===== src/rtl/fir_mac_if.sv =====
// Bus bundle between the FIR MAC sequencer and its environment: sample input,
// coefficient port, shared multiplier operands and the filtered output.
interface fir_mac_if #(
    parameter int N  = 16,
    parameter int AW = 3
);
    logic          sample_valid;
    logic [N-1:0]  sample_in;
    logic          sample_ready;
    logic          overrun;
    logic          coef_we;
    logic [AW-1:0] coef_addr;
    logic [N-1:0]  coef_data;
    logic          coef_err;
    logic [N-1:0]  mult_a;
    logic [N-1:0]  mult_b;
    logic [N-1:0]  mult_result;
    logic          out_valid;
    logic [N-1:0]  out_sample;

    modport master (
        output sample_valid, sample_in, coef_we, coef_addr, coef_data, mult_result,
        input  sample_ready, overrun, coef_err, mult_a, mult_b, out_valid, out_sample
    );

    modport slave (
        input  sample_valid, sample_in, coef_we, coef_addr, coef_data, mult_result,
        output sample_ready, overrun, coef_err, mult_a, mult_b, out_valid, out_sample
    );
endinterface


===== src/rtl/fir_mac_sequencer.sv =====
// Time-multiplexed direct-form FIR controller: owns delay line and coefficients,
// drives one shared saturating multiplier for TAPS cycles per accepted sample.
module fir_mac_sequencer #(
    parameter int N    = 16,
    parameter int TAPS = 8,
    parameter int AW   = $clog2(TAPS)
) (
    input  logic       clk,
    input  logic       rst,
    fir_mac_if.slave   bus
);
    localparam int ACC_W = N + AW;
    localparam logic signed [ACC_W-1:0] ACC_MAX = ACC_W'((1 << (N-1)) - 1);
    localparam logic signed [ACC_W-1:0] ACC_MIN = -ACC_MAX;
    localparam logic [AW-1:0] LAST_IDX = AW'(TAPS - 1);

    typedef enum logic [1:0] {
        S_IDLE = 2'd0,
        S_MAC  = 2'd1,
        S_DONE = 2'd2
    } state_e;

    state_e                   state_q;
    logic [AW-1:0]            idx_q;
    logic [N-1:0]             dly_q  [TAPS];
    logic [N-1:0]             coef_q [TAPS];
    logic signed [ACC_W-1:0]  acc_q;
    logic signed [ACC_W-1:0]  acc_d;
    logic [N-1:0]             out_sample_q;
    logic [N-1:0]             out_sample_d;
    logic                     out_valid_q;
    logic                     overrun_q;
    logic                     coef_err_q;
    logic                     busy_s;

    // Negative clip is symmetric (-max) to match the multiplier's saturation.
    function automatic logic [N-1:0] sat_acc(input logic signed [ACC_W-1:0] a);
        logic [N-1:0] r;
        if (a > ACC_MAX) begin
            r = {1'b0, {(N-1){1'b1}}};
        end else if (a < ACC_MIN) begin
            r = {1'b1, {(N-2){1'b0}}, 1'b1};
        end else begin
            r = a[N-1:0];
        end
        return r;
    endfunction

    assign busy_s       = (state_q != S_IDLE);
    assign acc_d        = acc_q + $signed({{AW{bus.mult_result[N-1]}}, bus.mult_result});
    assign out_sample_d = sat_acc(acc_q);

    assign bus.mult_a       = (state_q == S_MAC) ? dly_q[idx_q]  : {N{1'b0}};
    assign bus.mult_b       = (state_q == S_MAC) ? coef_q[idx_q] : {N{1'b0}};
    assign bus.sample_ready = (state_q == S_IDLE);
    assign bus.out_sample   = out_sample_q;
    assign bus.out_valid    = out_valid_q;
    assign bus.overrun      = overrun_q;
    assign bus.coef_err     = coef_err_q;

    // Sequencer FSM with delay line, coefficient bank, accumulator and output registers.
    always_ff @(posedge clk or posedge rst) begin
        if (rst) begin
            state_q      <= S_IDLE;
            idx_q        <= {AW{1'b0}};
            acc_q        <= {ACC_W{1'b0}};
            out_sample_q <= {N{1'b0}};
            out_valid_q  <= 1'b0;
            overrun_q    <= 1'b0;
            coef_err_q   <= 1'b0;
            for (int k = 0; k < TAPS; k++) begin
                dly_q[k]  <= {N{1'b0}};
                coef_q[k] <= {N{1'b0}};
            end
        end else begin
            out_valid_q <= 1'b0;
            overrun_q   <= busy_s & bus.sample_valid;
            coef_err_q  <= busy_s & bus.coef_we;
            case (state_q)
                S_IDLE: begin
                    if (bus.coef_we) begin
                        coef_q[bus.coef_addr] <= bus.coef_data;
                    end
                    if (bus.sample_valid) begin
                        for (int k = TAPS - 1; k > 0; k--) begin
                            dly_q[k] <= dly_q[k-1];
                        end
                        dly_q[0] <= bus.sample_in;
                        acc_q    <= {ACC_W{1'b0}};
                        idx_q    <= {AW{1'b0}};
                        state_q  <= S_MAC;
                    end
                end
                S_MAC: begin
                    acc_q <= acc_d;
                    if (idx_q == LAST_IDX) begin
                        state_q <= S_DONE;
                    end else begin
                        idx_q <= idx_q + AW'(1);
                    end
                end
                S_DONE: begin
                    out_sample_q <= out_sample_d;
                    out_valid_q  <= 1'b1;
                    state_q      <= S_IDLE;
                end
                default: begin
                    state_q <= S_IDLE;
                end
            endcase
        end
    end
endmodule


===== src/flat_wrapper.sv =====
// flat-port wrapper written by rule: the top's interface ports become plain ports
module fir_mac_sequencer_flat 
#(
    parameter int N    = 16,
    parameter int TAPS = 8,
    parameter int AW   = $clog2(TAPS)
)
  (clk, rst, bus_sample_valid, bus_sample_in, bus_coef_we, bus_coef_addr, bus_coef_data, bus_mult_result, bus_sample_ready, bus_overrun, bus_coef_err, bus_mult_a, bus_mult_b, bus_out_valid, bus_out_sample);
  fir_mac_if #(.N(N), .AW(AW)) bus_i ();
  input  logic clk;
  input  logic rst;
  input wire logic [$bits(bus_i.sample_valid)-1:0] bus_sample_valid;
  input wire logic [$bits(bus_i.sample_in)-1:0] bus_sample_in;
  input wire logic [$bits(bus_i.coef_we)-1:0] bus_coef_we;
  input wire logic [$bits(bus_i.coef_addr)-1:0] bus_coef_addr;
  input wire logic [$bits(bus_i.coef_data)-1:0] bus_coef_data;
  input wire logic [$bits(bus_i.mult_result)-1:0] bus_mult_result;
  output wire logic [$bits(bus_i.sample_ready)-1:0] bus_sample_ready;
  output wire logic [$bits(bus_i.overrun)-1:0] bus_overrun;
  output wire logic [$bits(bus_i.coef_err)-1:0] bus_coef_err;
  output wire logic [$bits(bus_i.mult_a)-1:0] bus_mult_a;
  output wire logic [$bits(bus_i.mult_b)-1:0] bus_mult_b;
  output wire logic [$bits(bus_i.out_valid)-1:0] bus_out_valid;
  output wire logic [$bits(bus_i.out_sample)-1:0] bus_out_sample;
  assign bus_i.sample_valid = bus_sample_valid;
  assign bus_i.sample_in = bus_sample_in;
  assign bus_i.coef_we = bus_coef_we;
  assign bus_i.coef_addr = bus_coef_addr;
  assign bus_i.coef_data = bus_coef_data;
  assign bus_i.mult_result = bus_mult_result;
  assign bus_sample_ready = bus_i.sample_ready;
  assign bus_overrun = bus_i.overrun;
  assign bus_coef_err = bus_i.coef_err;
  assign bus_mult_a = bus_i.mult_a;
  assign bus_mult_b = bus_i.mult_b;
  assign bus_out_valid = bus_i.out_valid;
  assign bus_out_sample = bus_i.out_sample;
  fir_mac_sequencer #(.N(N), .TAPS(TAPS), .AW(AW)) u_core (.clk(clk), .rst(rst), .bus(bus_i));
endmodule

===== config.mk =====
export PLATFORM = sky130hd
export DESIGN_NAME = fir_mac_sequencer_flat
export DESIGN_NICKNAME = d
export VERILOG_FILES = /design/src/rtl/fir_mac_if.sv /design/src/rtl/fir_mac_sequencer.sv /design/src/flat_wrapper.sv
export SDC_FILE = /design/constraint.sdc
export NUM_CORES = 1
export LEC_CHECK = 0
export CORE_MARGIN = 1.5
export CORE_UTILIZATION = 42
export CTS_CLUSTER_DIAMETER = 40
export DETAILED_ROUTE_END_ITERATION = 6
export PLACE_DENSITY_LB_ADDON = 0.08
export SKIP_LAST_GASP = 1
export SYNTH_ARGS = -nofsm -noshare
export SYNTH_HDL_FRONTEND = slang
export SYNTH_SLANG_ARGS = --single-unit

===== constraint.sdc =====
create_clock -name clk -period 19.9 [get_ports clk]
set_clock_uncertainty 0.2 [all_clocks]
set_input_delay 2.985 -clock clk [delete_from_list [all_inputs] [get_ports clk]]
set_output_delay 2.985 -clock clk [all_outputs]
set_load 0.01 [all_outputs]

==> Implementation_results.wiki <==
{| class="wikitable"
! Metric !! Value
|-
| Wire length of the first global-routing pass || 53.6 mm
|-
| Via/cell ratio || 5.20
|-
| Tot GR Track Use || 19.0%
|-
| Count of fill cells added during filler insertion || 3043
|-
| Synthesized net count || 1345
|-
| Detailed placement HPWL || 18.8 mm
|-
| Type of the tightest min-delay check || reg2reg
|-
| Placement row count || 67
|-
| Max Root-Sink Buffers || 3
|-
| Buffer type at the clock tree root || sky130_fd_sc_hd__clkbuf_16
|-
| Setup repair after global routing missed its margin || false
|-
| Final global-route overflow total || 0
|-
| Average routed wire per standard cell || 17.3 um
|-
| Iteration-0 DRC count of the detailed router || 605
|-
| Area used by multi-input combinational logic || 6350 sq um
|-
| FF/Latch Area || 7490 sq um
|-
| Mean area per synthesized cell || 11.2 sq um
|-
| Maxcap violations || 0
|-
| I/O pin count || 107
|-
| Cell depth of the worst flop-to-flop path || 4
|-
| Final setup slack of the worst path || 13160 ps
|-
| Number of instances in the synthesized netlist || 1269
|-
| Critical path class || reg2out
|-
| Type of element capturing the critical path || primary output
|-
| Total clock sinks || 299
|-
| Register-to-register setup slack || 17040 ps
|-
| Count of pins over their slew limit || 0
|-
| # setup viols final || 0
|-
| Final-layout setup total negative slack || 0 ps
|-
| CP Cell Sequence || buf_4 > mux4_2 > mux2i_1 > nor2_1 > clkdlybuf4s50_1
|-
| Total of flip-flops plus latches after synthesis || 299
|-
| Length of routed met3 wiring || 1.45 mm
|-
| Synth Warn # || 0
|-
| Number of buffers created by CTS || 50
|-
| Capture point of the worst reg-to-reg path || u_core.acc_q[1]
|-
| TritonRoute pass-1 iters || 5
|-
| Share of the clock period used by the worst path || 33.9%
|-
| Number of failing hold endpoints at the final stage || 0
|-
| Hold depth || 2
|-
| Setup WS pre-CTS || 13640 ps
|-
| Critical path's slowest cell || sky130_fd_sc_hd__dfrtp_4
|-
| Largest driver fanout on the critical path || 38
|-
| Die W || 187 um
|-
| Core area || 33400 sq um
|-
| Tightest Pin Transition || 1100 ps
|-
| Antenna fix cells || 0
|-
| Buffer count from post-CTS setup fixing || 0
|-
| Die Area || 34800 sq um
|-
| Clock latency reported for the late side of the worst-skew pair || 550 ps
|-
| Sequential share of the synthesized area || 52.8%
|-
| Initial core utilization || 42.5%
|-
| Share of post-route cells with drive strength above 1 || 21.5%
|-
| Final routed wirelength across all metal layers || 32.0 mm
|-
| Maximum achievable frequency || 0.148 GHz
|-
| Top Family by Delay on Critical Path || buffers and inverters
|-
| Post-cts gate resize count || 0
|-
| Library cells used by synthesis || 50
|-
| Number of vias in the routed layout || 9604
|-
| Post-layout net count || 1438
|-
| Power density relative to cell area || 175 nW/um^2
|-
| Critical hold path startpoint || u_core.dly_q[9]
|-
| CTS tree || yes
|-
| Number of antenna violations at the first check in global routing || 1
|-
| RD Place Congestion || 0.761
|-
| Synth Cell Area || 14200 sq um
|-
| Critical path data arrival time || 3560 ps
|-
| DRT antenna net count || 0
|-
| Maximum number of pins on one net before global-route repair || 102
|-
| Bufs and invs on worst path || 2
|-
| Worst slew margin relative to its limit || 26.6%
|-
| Top metal layer carrying routed signals || met5
|-
| Clock transition time at the flip-flop clock pins of the worst setup and hold paths || 50 ps
|-
| Required time of the worst setup path || 16720 ps
|-
| H-Tree Level Count || 2
|-
| Via count of the first global-routing pass || 9848
|-
| Status || finished clean
|-
| Reg-to-reg critical path startpoint || u_core.state_q[0]
|-
| M1 wire length || 14.9 mm
|-
| Area Growth Syn to Fin || 21.9%
|-
| Number of input and output port buffers inserted || 106
|-
| Vert. Die Dim || 187 um
|-
| CP startpoint || u_core.idx_q[0]
|-
| Leakage power || 8.12 nW
|-
| Minimum clock period || 6740 ps
|-
| Maximum vdd drop || 0.0921 mV
|-
| DRC Markers || 0
|-
| Crit path launch type || register
|-
| Worst min-delay path endpoint || u_core.dly_q[9]
|-
| Worst hold slack across all endpoints || 268 ps
|-
| Power after layout || 3.03 mW
|-
| CP max stage delay || 940 ps
|-
| Hold_buf cts || 0
|-
| Routed met2 length || 15.1 mm
|}
-- cell usage after synthesis, drive strengths merged --
master / instances / share of area (%)
a221oi: 2 / 0.17
buf: 28 / 0.96
a211o: 1 / 0.062
fa: 1 / 0.14
a31oi: 3 / 0.13
a41o: 1 / 0.071
a21oi: 35 / 1.3
a2111oi: 1 / 0.062
mux2: 130 / 10
nor2b: 6 / 0.27
xor2: 4 / 0.25
or3: 2 / 0.088
a211oi: 5 / 0.27
o21bai: 2 / 0.11
ha: 20 / 1.8
nor4: 4 / 0.18
o21ai: 21 / 0.74
nand3b: 4 / 0.21
nand4: 8 / 0.35
nand2: 407 / 11
a21boi: 1 / 0.053
a21o: 6 / 0.32
dfrtp: 299 / 53
mux4: 64 / 10
xnor2: 6 / 0.37
o21a: 1 / 0.053
nor2: 75 / 2.0
a32o: 2 / 0.14
nor3: 4 / 0.14
and3: 8 / 0.35
o2111ai: 2 / 0.17
o2111a: 1 / 0.079
nand2b: 1 / 0.044
a22o: 2 / 0.12
clkbuf: 48 / 1.3
o311ai: 1 / 0.062
and2: 3 / 0.13
nand3: 15 / 0.53
inv: 8 / 0.21
mux2i: 35 / 2.5
o31ai: 2 / 0.20
-- per-layer routing --
metal  vias to the layer above  global-route usage (%)
met1                      4814                    26.6
met2                       179                    30.5
met5                         -                       0
li1                       4563                       -
met4                         2                    4.71
met3                        46                    3.89
-- stage by stage --
step	util [%]	cells	instance area (sq um)
floorplan	-	1269	14200
global placement	46.7	1758	15600
detailed placement	46.7	1758	15600
CTS	51.8	1846	17300
global route	51.8	1846	17300
finish	51.8	1846	17300
-- cell families (layout without fill, tap and decap cells) --
logic type	Yosys count	after routing	synth area share (%)
DFF	299	299	52.8
and+or+nand+nor	537	537	15.1
AOI/OAI and AO/OA	89	89	4.13
xor gates and xnor gates	10	10	0.618
buffers and inverters	84	213	2.45
adders and majority gates	21	21	1.91
muxes	229	229	23.0
-- where the power goes --
group / internal, mW / total (mW) / switching (mW)
clock: 0.556 / 0.860 / 0.303
sequential: 0.876 / 1.08 / 0.208
combinational: 0.584 / 1.09 / 0.502
-- cell type report --
type                            instances  area share [%]
Inverter                                8           0.217
Tap cell                              448            3.25
Clock inverter                         26            1.82
Clock buffer                           62            7.97
Multi-Input combinational cell        886            36.8
Timing Repair Buffer                  117            6.62
Sequential cell                       299            43.4
-- worst min-delay path, cell delays in order (launching register included) --
cell,delay [ps]
sky130_fd_sc_hd__dfrtp_1,330
sky130_fd_sc_hd__nand2_1,50
sky130_fd_sc_hd__nand2_1,50
-- worst max-delay path by stage --
| stage | end | slack, ps | cells after the start |
|---|---|---|---|
| 2_1_floorplan | u_core.acc_q[0] | 8450 | 1 |
| 6_report | bus_mult_a[1] | 13160 | 5 |
| 3_3_place_gp | bus_mult_a[1] | 13670 | 5 |
| 3_5_place_dp | bus_mult_a[1] | 13640 | 5 |
| 4_1_cts | bus_mult_a[1] | 13030 | 5 |
| 5_1_grt | bus_mult_a[1] | 12840 | 5 |
-- registers in the layout (all words and copies together) (netlist names) --
register and count:
u_core.bus.out_sample 16, u_core.idx_q 3, u_core.dly_q 128, u_core.bus.out_valid 1, u_core.bus.overrun 1, u_core.acc_q 19, u_core.bus.coef_err 1, u_core.state_q 2
u_core.coef_q 128
-- placed cells by master, fill, tap and decap left out, drive strengths merged, types with 15 or more instances in the layout --
master         Yosys  layout
nand2            407     407
dfrtp            299     299
mux2             130     130
clkdlybuf4s50      0     106
nor2              75      75
mux4              64      64
clkbuf            48      62
mux2i             35      35
a21oi             35      35
o21ai             21      21
ha                20      20
nand3             15      15
(Power assumes the default switching activity.)
